File: src/rtl/mc_ctrl_fsm.sv
// Multi-cycle RISC-V style control FSM: fetch, decode, execute, memory and
// writeback sequencing with bounded handshake waits and a sticky trap state.
module mc_ctrl_fsm #(
   parameter int MEM_TIMEOUT = 15,
   parameter bit SUPPORT_M   = 1'b1
) (
   input  logic       clk,
   input  logic       reset,
   input  logic [6:0] opcode,
   input  logic [6:0] funct7,
   input  logic       mem_ready,
   input  logic       alu_done,
   output logic       imem_req,
   output logic       ir_en,
   output logic [1:0] alu_op,
   output logic       alu_src,
   output logic       alu_start,
   output logic       mem_read,
   output logic       mem_write,
   output logic       reg_write,
   output logic [2:0] mem_to_reg,
   output logic [1:0] branch,
   output logic       pc_en,
   output logic       trap,
   output logic [1:0] trap_cause,
   output logic [2:0] state_out
);

   localparam logic [6:0] OP_R     = 7'b0110011;
   localparam logic [6:0] OP_I     = 7'b0010011;
   localparam logic [6:0] OP_LOAD  = 7'b0000011;
   localparam logic [6:0] OP_STORE = 7'b0100011;
   localparam logic [6:0] OP_BR    = 7'b1100011;
   localparam logic [6:0] OP_JAL   = 7'b1101111;
   localparam logic [6:0] OP_JALR  = 7'b1100111;
   localparam logic [6:0] OP_LUI   = 7'b0110111;
   localparam logic [6:0] OP_AUIPC = 7'b0010111;

   localparam logic [6:0] F7_MULDIV = 7'b0000001;

   localparam logic [1:0] CAUSE_ILLEGAL = 2'b00;
   localparam logic [1:0] CAUSE_FETCH   = 2'b01;
   localparam logic [1:0] CAUSE_DATA    = 2'b10;
   localparam logic [1:0] CAUSE_ALU     = 2'b11;

   // Counter just wide enough to hold MEM_TIMEOUT; it saturates so that with
   // timeouts disabled it never wraps back to the "first cycle" value.
   localparam int CW = (MEM_TIMEOUT < 1) ? 1 : $clog2(MEM_TIMEOUT + 1);

   typedef enum logic [2:0] {
      S_FETCH  = 3'd0,
      S_DECODE = 3'd1,
      S_EXEC   = 3'd2,
      S_MEM    = 3'd3,
      S_WB     = 3'd4,
      S_TRAP   = 3'd5
   } state_t;

   state_t         state;
   logic [CW-1:0]  wait_cnt;
   logic [CW-1:0]  wait_cnt_inc;
   logic           timeout_hit;
   logic           is_mop;
   logic           mop_en;
   logic           legal_op;

   assign wait_cnt_inc = (&wait_cnt) ? wait_cnt : wait_cnt + 1'b1;
   assign timeout_hit  = (MEM_TIMEOUT != 0) && (wait_cnt == CW'(MEM_TIMEOUT));
   assign is_mop       = (opcode == OP_R) && (funct7 == F7_MULDIV);
   assign mop_en       = is_mop && SUPPORT_M;
   assign legal_op     = opcode inside {OP_R, OP_I, OP_LOAD, OP_STORE, OP_BR,
                                        OP_JAL, OP_JALR, OP_LUI, OP_AUIPC};
   assign state_out    = state;

   // State, wait counter and trap cause; every state change clears the counter.
   always_ff @(posedge clk or posedge reset) begin
      if (reset) begin
         // NOTE: sequential state uses non-blocking assignments so every
         // register samples the pre-edge values regardless of statement order.
         state      <= S_FETCH;
         wait_cnt   <= '0;
         trap_cause <= CAUSE_ILLEGAL;
      end else begin
         case (state)
            S_FETCH: begin
               if (mem_ready) begin
                  state    <= S_DECODE;
                  wait_cnt <= '0;
               end else if (timeout_hit) begin
                  state      <= S_TRAP;
                  trap_cause <= CAUSE_FETCH;
                  wait_cnt   <= '0;
               end else begin
                  wait_cnt <= wait_cnt_inc;
               end
            end
            S_DECODE: begin
               wait_cnt <= '0;
               if (!legal_op || (is_mop && !SUPPORT_M)) begin
                  state      <= S_TRAP;
                  trap_cause <= CAUSE_ILLEGAL;
               end else begin
                  state <= S_EXEC;
               end
            end
            S_EXEC: begin
               if (mop_en) begin
                  if (alu_done) begin
                     state    <= S_FETCH;
                     wait_cnt <= '0;
                  end else if (timeout_hit) begin
                     state      <= S_TRAP;
                     trap_cause <= CAUSE_ALU;
                     wait_cnt   <= '0;
                  end else begin
                     wait_cnt <= wait_cnt_inc;
                  end
               end else if (opcode == OP_LOAD || opcode == OP_STORE) begin
                  state    <= S_MEM;
                  wait_cnt <= '0;
               end else begin
                  state    <= S_FETCH;
                  wait_cnt <= '0;
               end
            end
            S_MEM: begin
               if (mem_ready) begin
                  state    <= (opcode == OP_LOAD) ? S_WB : S_FETCH;
                  wait_cnt <= '0;
               end else if (timeout_hit) begin
                  state      <= S_TRAP;
                  trap_cause <= CAUSE_DATA;
                  wait_cnt   <= '0;
               end else begin
                  wait_cnt <= wait_cnt_inc;
               end
            end
            S_WB: begin
               state    <= S_FETCH;
               wait_cnt <= '0;
            end
            S_TRAP: begin
               state <= S_TRAP;
            end
            default: begin
               state    <= S_FETCH;
               wait_cnt <= '0;
            end
         endcase
      end
   end

   // Control outputs decoded from the current state and instruction fields.
   always_comb begin
      // NOTE: every output gets a default first so no path leaves one
      // unassigned, which would otherwise infer a latch.
      imem_req   = 1'b0;
      ir_en      = 1'b0;
      alu_op     = 2'b00;
      alu_src    = 1'b0;
      alu_start  = 1'b0;
      mem_read   = 1'b0;
      mem_write  = 1'b0;
      reg_write  = 1'b0;
      mem_to_reg = 3'b000;
      branch     = 2'b00;
      pc_en      = 1'b0;
      trap       = 1'b0;
      case (state)
         S_FETCH: begin
            imem_req = 1'b1;
            ir_en    = mem_ready & ~reset;
         end
         S_EXEC: begin
            case (opcode)
               OP_R: begin
                  if (mop_en) begin
                     alu_start = (wait_cnt == '0);
                     reg_write = alu_done;
                     pc_en     = alu_done;
                  end else begin
                     reg_write = 1'b1;
                     pc_en     = 1'b1;
                  end
               end
               OP_I: begin
                  alu_src   = 1'b1;
                  reg_write = 1'b1;
                  pc_en     = 1'b1;
               end
               OP_LUI: begin
                  alu_op     = 2'b11;
                  mem_to_reg = 3'b011;
                  reg_write  = 1'b1;
                  pc_en      = 1'b1;
               end
               OP_AUIPC: begin
                  alu_op     = 2'b11;
                  mem_to_reg = 3'b100;
                  reg_write  = 1'b1;
                  pc_en      = 1'b1;
               end
               OP_BR: begin
                  alu_op = 2'b10;
                  branch = 2'b01;
                  pc_en  = 1'b1;
               end
               OP_JAL: begin
                  branch     = 2'b10;
                  mem_to_reg = 3'b010;
                  reg_write  = 1'b1;
                  pc_en      = 1'b1;
               end
               OP_JALR: begin
                  branch     = 2'b11;
                  alu_op     = 2'b11;
                  mem_to_reg = 3'b010;
                  reg_write  = 1'b1;
                  pc_en      = 1'b1;
               end
               OP_LOAD, OP_STORE: begin
                  alu_op  = 2'b01;
                  alu_src = 1'b1;
               end
               default: ;
            endcase
         end
         S_MEM: begin
            alu_op  = 2'b01;
            alu_src = 1'b1;
            if (opcode == OP_LOAD) begin
               mem_read = 1'b1;
            end else begin
               mem_write = 1'b1;
               pc_en     = mem_ready;
            end
         end
         S_WB: begin
            reg_write  = 1'b1;
            mem_to_reg = 3'b001;
            pc_en      = 1'b1;
         end
         S_TRAP: begin
            trap = 1'b1;
         end
         default: ;
      endcase
   end

endmodule

File: config.mk
export PLATFORM = sky130hd
export DESIGN_NAME = mc_ctrl_fsm
export DESIGN_NICKNAME = d
export VERILOG_FILES = /design/src/rtl/mc_ctrl_fsm.sv
export SDC_FILE = /design/constraint.sdc
export NUM_CORES = 1
export LEC_CHECK = 0
export ABC_AREA = 1
export CORE_MARGIN = 5
export CORE_UTILIZATION = 47
export CTS_CLUSTER_SIZE = 14
export DETAILED_ROUTE_END_ITERATION = 8
export PLACE_DENSITY = 0.85
export SYNTH_ARGS = -nofsm -noshare
export SYNTH_HDL_FRONTEND = slang
export SYNTH_SLANG_ARGS = --single-unit
File: constraint.sdc
create_clock -name clk -period 2.8 [get_ports clk]
set_input_delay 0.42 -clock clk [delete_from_list [all_inputs] [get_ports clk]]
set_output_delay 0.42 -clock clk [all_outputs]
set_load 0.02 [all_outputs]
# ---- Word level (Yosys, flattened, before mapping)
# Index checks and enable logic that the tools add are counted.
dict set report totals {
  output_inout_bits 21
  input_bits 18
  word_cells 93
  memories 0
  latch_bits 0
  ram_bits 0
  reg_bits 9
  rom_bits 0
}
dict set report classes {
  order_cmp 0
  n_eq_ne 24
  n_reduce_logical 15
  n_bitwise 2
  div_mod_pow 0
  add_sub_neg 1
  n_mux 48
  n_shift 0
  n_mul 0
}
# cell n
set ops {}
lappend ops {{$eq A7 B6 Y1 const B} 3}
lappend ops {{$eq A7 B7 Y1 const B} 3}
lappend ops {{$mux W3} 7}
lappend ops {{$mux W2} 10}
lappend ops {{$mux W4} 5}
lappend ops {{$ne A2 B2 Y1 const B} 8}
lappend ops {{$pmux W3 S5} 1}
lappend ops {{$eq A7 B5 Y1 const B} 2}
lappend ops {{$mux W1} 13}
lappend ops {{$pmux W2 S3} 2}
lappend ops {{$pmux W4 S3} 1}
lappend ops {{$pmux W3 S3} 1}
lappend ops {{$reduce_and A9 Y1} 1}
lappend ops {{$reduce_bool A9 Y1} 1}
lappend ops {{$pmux W1 S2} 4}
lappend ops {{$pmux W2 S4} 1}
lappend ops {{$eq A7 B1 Y1 const B} 1}
lappend ops {{$eq A7 B2 Y1 const B} 1}
lappend ops {{$eq A3 B2 Y1 const B} 2}
lappend ops {{$eq A3 B3 Y1 const B} 2}
lappend ops {{$pmux W3 S2} 1}
lappend ops {{$reduce_or A2 Y1} 3}
lappend ops {{$reduce_or A3 Y1} 2}
lappend ops {{$reduce_or A6 Y1} 1}
lappend ops {{other kinds (14)} 14}

# ---- Logic depth before layout (Yosys ltp)
# Gate-level depths: netlist (run 1).
dict set report logic_depth {
  depth_word 6
  ltp_mapped 9
  depth_no_buf 9
}

# ---- Least setup slack after synthesis (run 1)
# Ideal clock, no wire load.
dict set report synth_timing {
  kind {reg2out}
  startpoint {reg state[1] (netlist: state_out[1])}
  endpoint {out branch[0]}
  path_buffers 0
  t_required_ps 2380
  arrival_time_ps 1529
  path_stages_with_launch 5
  path_slack_ps 851
  path_cell_list {dfrtp_1 -> inv_2 -> nor2_2 -> nand2_2 -> nor4_1}
}
dict set report synth_between {
  elab_chain_cells 2
}
# item line
set synth_rtl {}
lappend synth_rtl {{from (decl)} 59} ;# state_t state;
lappend synth_rtl {{from (signal assigned)} 128} ;# state <= (opcode == OP_LOAD) ? S_WB : S_FETCH;
lappend synth_rtl {{$eq A3 B2 Y1} 169} ;# case (state)
lappend synth_rtl {{$mux W2} 169}
lappend synth_rtl {{to (decl)} 22} ;# output logic [1:0] branch,
# No other way between the ends.

# ---- Worst setup path in the final report (run 1)
dict set report layout_timing {
  startpoint {in opcode[4]}
  endpoint {out alu_op[1]}
}
dict set report layout_between {
  elab_chain_cells 4
  elab_cells_between_ends 10
  classes_between {eq/ne (6); mux (2); reduce/logical (2)}
}
# item line
set layout_rtl {}
lappend layout_rtl {{from (decl)} 9} ;# input logic [6:0] opcode,
lappend layout_rtl {{$eq A7 B7 Y1, or another cell as far along} 175} ;# case (opcode)
lappend layout_rtl {{$reduce_or A3 Y1 (no source line) / $reduce_or A2 Y1 (equally long branches)} n/a}
lappend layout_rtl {{$pmux W2 S3 *} 175}
lappend layout_rtl {{$pmux W2 S2 *} 169}
lappend layout_rtl {{to (decl)} 15} ;# output logic [1:0] alu_op,
# Every way passes the cells marked *; elsewhere a longest branch is shown, timed or not.

==> out/metrics.cfg, run 1 <==
[clock_tree]
path_clk_slew_ns=0.06
root_buffer=clkbuf_4
hold_buffers=0
cts_tree=done
cts_buffers=3
clock_latency_ns=0.26
htreeDepth=1
cts.sinks=9
ctsLongestPathBuffers=2

[critical_path]
critPathKind=in2out
startpoint_type=primary input
arrival_ns=2.23
critPathMaxFanout=4
cp-end-kind=output port
regToRegSetupSlack_ns=1.34
crit_required_ns=2.38

[grt]
grt_pass1_wl_um=5470
antenna_found_initial=0
grt_usage=0.215
grt_max_degree=11
grt_pass1_vias=1225
grt-ovfl-total=0

[synthesis]
synth.distinct_cells=27
yosysWarnings=0
yosysTopAreaCell=dfrtp_1
synth_area_um2=1010
synth_edf_count=0
yosys_register_bits=9
yosysSeqAreaShare=0.224
yosysTopAreaCellShare=0.224
syn_avg_cell_area_um2=6.29
synthTopCellsByArea=dfrtp_1 22%, nand2_1 15%, nor2_1 7.1%
synth_flop_cell=dfrtp_1
synthesis.nets=180
async_reset_ff_frac=1.00
postSynthCellCount=160

[route]
drt.antenna.violating_nets=0
routed-via-count=1267
wl_um=3220
wl_per_cell_um=13.9
drc=0
viasPerCell=5.46
routed.top_layer=met4
wl_met3_um=201
met1_length_um=1370
first_pass_iters=4
drt_iter0_drc=38
wl_met2_um=1580

[sta]
fin_skew_ns=0.00450
min_period_ns=2.65
max_freq_ghz=0.377
rsz0062_at_grt=false
report.final.slew_viol_count=0
period_share=0.947
worst_pin_slew_ns=0.370
whs_ns=0.458
setup_viol=0
maxSlewHeadroom=0.753
hold_viol_final=0

[worst_hold_path]
min_path_type=in2async

[placement]
numPortBuffers=38
place_congestion=0.931
dp_hpwl_um=2710
place_area_um2=1440

[final_layout]
design_area_um2=1480
diodes=0
n_fill_cell=156
nets=226
drive_gt1_frac=0.185
syn2layout_area_growth_pct=46.9
final_util=0.738

[floorplanning]
die_h_um=56.3
num_rows=16
die_area_um2=3170
start_util=0.503
die_w_um=56.3
io_pins=39
fp.coreArea_um2=2000

[pwr]
p_leak_nw=0.729
p_per_area_nw_per_um2=597
ir_drop_mv=0.545

[run_status]
run_status=finished clean

[flow_run]
drv_cap=0

critical path: stages:
cell and delay (ns):
clkdlybuf4s50_1 0.48, inv_1 0.12, nand2_1 0.08, nor2_2 0.16, inv_1 0.07, o21ai_0 0.10
nand3_1 0.12, nand2_1 0.08, clkdlybuf4s50_1 0.60
cells in the mapped netlist (4+ instances only):
master and count:
a21oi_1 8, dfrtp_1 9, inv_1 18, inv_2 6, nand2_1 40, nand2_2 6
nand3_1 13, nand3_2 4, nand4_1 4, nor2_1 19, o21ai_0 7, o21ai_2 4
power breakdown:
part | leakage, nW | switching [W] | total (W) | internal [W]
combinational | 0.596 | 0.000343 | 0.000570 | 0.000227
sequential | 0.118 | 0.0000478 | 0.000212 | 0.000164
clock | 0.0150 | 0.0000454 | 0.000100 | 0.0000549
total | 0.729 | 0.000436 | 0.000882 | 0.000446
metal layers:
layer	global-route usage	vias up
met5	0	-
met1	0.268	576
met2	0.362	66
met4	0.0746	0
met3	0.0459	11
li1	-	614
sequential cells by signal (all words and copies together) (netlist names):
signal,count
state_out,3
wait_cnt,4
trap_cause,2
layout make-up:
| type | instances | area (µm²) | share of cell area |
|---|---|---|---|
| clock buffer | 4 | 26.3 | 0.0178 |
| inverter | 25 | 96.3 | 0.0652 |
| multi-input combinational | 126 | 687 | 0.465 |
| sequential | 9 | 225 | 0.152 |
| tap | 27 | 33.8 | 0.0229 |
| timing repair buffer | 41 | 409 | 0.277 |
cell usage in the layout (no fill, tap or decap), types with 6 or more instances in the layout:
master / n
inv_2: 6
dfrtp_1: 9
a21oi_1: 8
nand2_1: 40
nand3_1: 13
clkdlybuf4s50_1: 34
nand2_2: 6
nor2_1: 18
o21ai_0: 7
inv_1: 18
through the flow:
stage / setup TNS [ns] / total power, W / std cells / setup slack [ns]
2_1_floorplan: 0 / 0.000554 / 160 / 0.851
4_1_cts: 0 / 0.000877 / 232 / 0.0130
6_report: 0 / 0.000882 / 232 / 0.148
3_5_place_dp: -0.0143 / 0.000779 / 228 / -0.0143
3_3_place_gp: 0 / 0.000761 / 228 / 0.0870
5_1_grt: 0 / 0.000948 / 232 / 0.0336
cells by family (layout without fill, tap and decap cells):
| group | after synthesis | count (layout) | synth area share |
|---|---|---|---|
| AND/OR/NAND/NOR | 98 | 98 | 0.480 |
| buffers and inverters | 25 | 70 | 0.0958 |
| flip-flops | 9 | 9 | 0.224 |
| XOR/XNOR | 2 | 2 | 0.0174 |
| AO/OA/AOI/OAI | 24 | 24 | 0.158 |
| adder cells (fa/ha/maj) | 2 | 2 | 0.0249 |
worst paths after layout:
kind / start / to / depth (start not counted)
max reg2reg: wait_cnt[1]$_DFFE_PP0N_ / trap_cause[1]$_DFFE_PP0P_ / 8
min in group clk: trap_cause[0]$_DFFE_PP0P_ / trap_cause[0]$_DFFE_PP0P_ / 2
max: opcode[4] / alu_op[1] / 9
min: reset / trap_cause[0]$_DFFE_PP0P_ / 2
max in group asynchronous: reset / wait_cnt[1]$_DFFE_PP0N_ / 2
min reg2reg: trap_cause[0]$_DFFE_PP0P_ / trap_cause[0]$_DFFE_PP0P_ / 2
what timing repair did:
action / in CTS / in global routing
setup endpoints to repair: 1 / 4
buffers inserted: 0 / 0
gates resized for setup: 1 / 4
(Power assumes the default switching activity.)
==> run 2: changes to the inputs <==
--- a/config.mk
+++ b/config.mk
@@ -11,6 +11,8 @@
 export CTS_CLUSTER_SIZE = 14
 export DETAILED_ROUTE_END_ITERATION = 8
 export PLACE_DENSITY = 0.85
+export SETUP_SLACK_MARGIN = 0.4
+export SKIP_LAST_GASP = 1
 export SYNTH_ARGS = -nofsm -noshare
 export SYNTH_HDL_FRONTEND = slang
 export SYNTH_SLANG_ARGS = --single-unit
==> out/metrics.cfg, run 2 (same netlist as run 1, synthesis figures left out) <==
[floorplanning]
die_w_um=56.3  ; unchanged
start_util=0.503  ; unchanged
fp.coreArea_um2=2000  ; unchanged
die_area_um2=3170  ; unchanged
die_h_um=56.3  ; unchanged
num_rows=16  ; unchanged
io_pins=39  ; unchanged

[final_layout]
seq_area_um2=225  ; unchanged
syn2layout_area_growth_pct=47.0  ; about the same
nets=226  ; unchanged
diodes=0  ; unchanged
final_cell_mix=38 x nand2_1, 21 x clkdlybuf4s50_1, 17 x inv_1, 16 x nor2_1, 13 x nand3_1
final_common_cell=nand2_1
top_register=wait_cnt
largest_register_ffs=4  ; unchanged
multi_input_area_um2=709  ; +3.3%
drive_gt1_frac=0.244  ; +0.0585
n_fill_cell=161  ; +3.2%

[pwr]
p_switching_w=0.000441  ; +1.3%
pwr-share-seq=0.240  ; about the same
intPower_w=0.000435  ; -2.6%
power_frac_comb=0.641  ; -0.005
p_per_area_nw_per_um2=593  ; -0.74%
clkPwrFrac=0.119  ; +0.005
p_leak_nw=0.765  ; +4.9%
power_w=0.000876  ; -0.66%
ir_drop_mv=0.538  ; -1.2%
sw_frac_of_total=0.504  ; +0.00966

[sta]
setup_viol=0  ; unchanged
min_period_ns=2.29  ; -0.366 ns
max_freq_ghz=0.437  ; +16%
worst_pin_slew_ns=0.367  ; -0.00310 ns
fin_skew_ns=0.00149  ; -0.00301 ns
rsz0062_at_grt=false
maxSlewHeadroom=0.755  ; +0.00207
period_share=0.817  ; -0.131
report.final.slew_viol_count=0  ; unchanged
hold_viol_final=0  ; unchanged
setup-tns-final_ns=0  ; unchanged

[grt]
grt_usage=0.215  ; unchanged
grt.met3_usage=0.0459  ; unchanged
top_usage_layer=met2
grt_pass1_wl_um=5470  ; unchanged
grt_use_met1=0.268  ; unchanged
grt_pass1_vias=1229  ; +0.33%
grt_max_degree=11  ; unchanged
antenna_found_initial=0  ; unchanged
grt-ovfl-total=0  ; unchanged
use_met2=0.362  ; unchanged

[critical_path]
crit_path_top_delay_cell=clkdlybuf4s50_1
crit_required_ns=2.38  ; about the same
regToRegSetupSlack_ns=1.34  ; about the same
critPathKind=in2out
path_buf_inv=4  ; unchanged
startpoint_type=primary input
critPathMaxFanout=3  ; -1
cp_cell_sequence=clkdlybuf4s50_1 > inv_1 > nand2_1 > nor2_2 > buf_4 > nand2_1 > nor2_1 > dlygate4sd2_1
cp-end-kind=output port
cpPeakStageDelay_ns=0.44  ; -0.16 ns
cp_common_cell=nand2_1
arrival_ns=1.87  ; -0.36 ns
critPathTopFamily=buffers and inverters

[clock_tree]
root_buffer=clkbuf_4
ctsLongestPathBuffers=2  ; unchanged
htreeDepth=1  ; unchanged
cts.sinks=9  ; unchanged
path_clk_slew_ns=0.06  ; about the same
cts_tree=done
clock_latency_ns=0.27  ; about the same
cts_buffers=3  ; unchanged
postCtsSetupBuffers=0  ; unchanged

[route]
routed-via-count=1276  ; +0.71%
first_pass_iters=4  ; unchanged
viasPerCell=5.50  ; +0.71%
wl_um=3230  ; +0.37%
drt.antenna.violating_nets=0  ; unchanged
drc=0  ; unchanged
drt_iter0_drc=47  ; +24%
wl_per_cell_um=13.9  ; +0.37%

[flow_run]
drv_cap=0  ; unchanged

[placement]
place_congestion=0.931  ; unchanged
numPortBuffers=38  ; unchanged
dp_hpwl_um=2710  ; unchanged

[worst_hold_path]
min_path_type=in2async

[run_status]
run_status=finished clean

-- run 2: routing by layer --
layer,share of wire,vias to the layer above
met3,0.061,13
met4,0.024,0
met1,0.42,588
met2,0.50,64
met5,0,-
li1,-,611
-- run 2: worst paths after layout --
kind,from,end,cells past startpoint
worst max-delay path,opcode[3],mem_to_reg[2],8
worst min-delay path,reset,trap_cause[0]$_DFFE_PP0P_,2
worst max register to register,wait_cnt[1]$_DFFE_PP0N_,trap_cause[1]$_DFFE_PP0P_,8
worst min register to register,trap_cause[0]$_DFFE_PP0P_,trap_cause[0]$_DFFE_PP0P_,2
max in group asynchronous,reset,wait_cnt[1]$_DFFE_PP0N_,2
min in group clk,trap_cause[0]$_DFFE_PP0P_,trap_cause[0]$_DFFE_PP0P_,2
-- run 2: repair_timing --
| action | in CTS | in global routing |
|---|---|---|
| hold buffers | 0 | 0 |
| gates resized for setup | 21 | 16 |
| endpoints found under the setup margin | 13 | 9 |
-- run 2: area by class of cell --
cell class | count | share of cell area
multi-input combinational | 126 | 0.480
timing repair buffer | 41 | 0.262
sequential | 9 | 0.152
inverter | 25 | 0.0651
tap | 27 | 0.0228
clock buffer | 4 | 0.0178
-- run 2: power groups by stage --
stage	clock network [W]	registers, W	logic [W]
floorplan	0	0.000235	0.000318
global placement	0	0.000210	0.000551
detailed placement	0	0.000212	0.000567
CTS	0.000100	0.000210	0.000561
global route	0.000115	0.000217	0.000609
finish	0.000104	0.000210	0.000562
-- run 2: metrics by stage --
step / utilization / cell area (µm²) / instances / hold slack [ns] / worst slack (ns)
floorplan: - / 1010 / 160 / 0.248 / 0.851
global placement: 0.721 / 1440 / 228 / 0.457 / 0.0870
detailed placement: 0.721 / 1440 / 228 / 0.458 / -0.0143
CTS: 0.734 / 1470 / 232 / 0.471 / 0.298
global route: 0.739 / 1480 / 232 / 0.490 / 0.410
finish: 0.739 / 1480 / 232 / 0.449 / 0.514
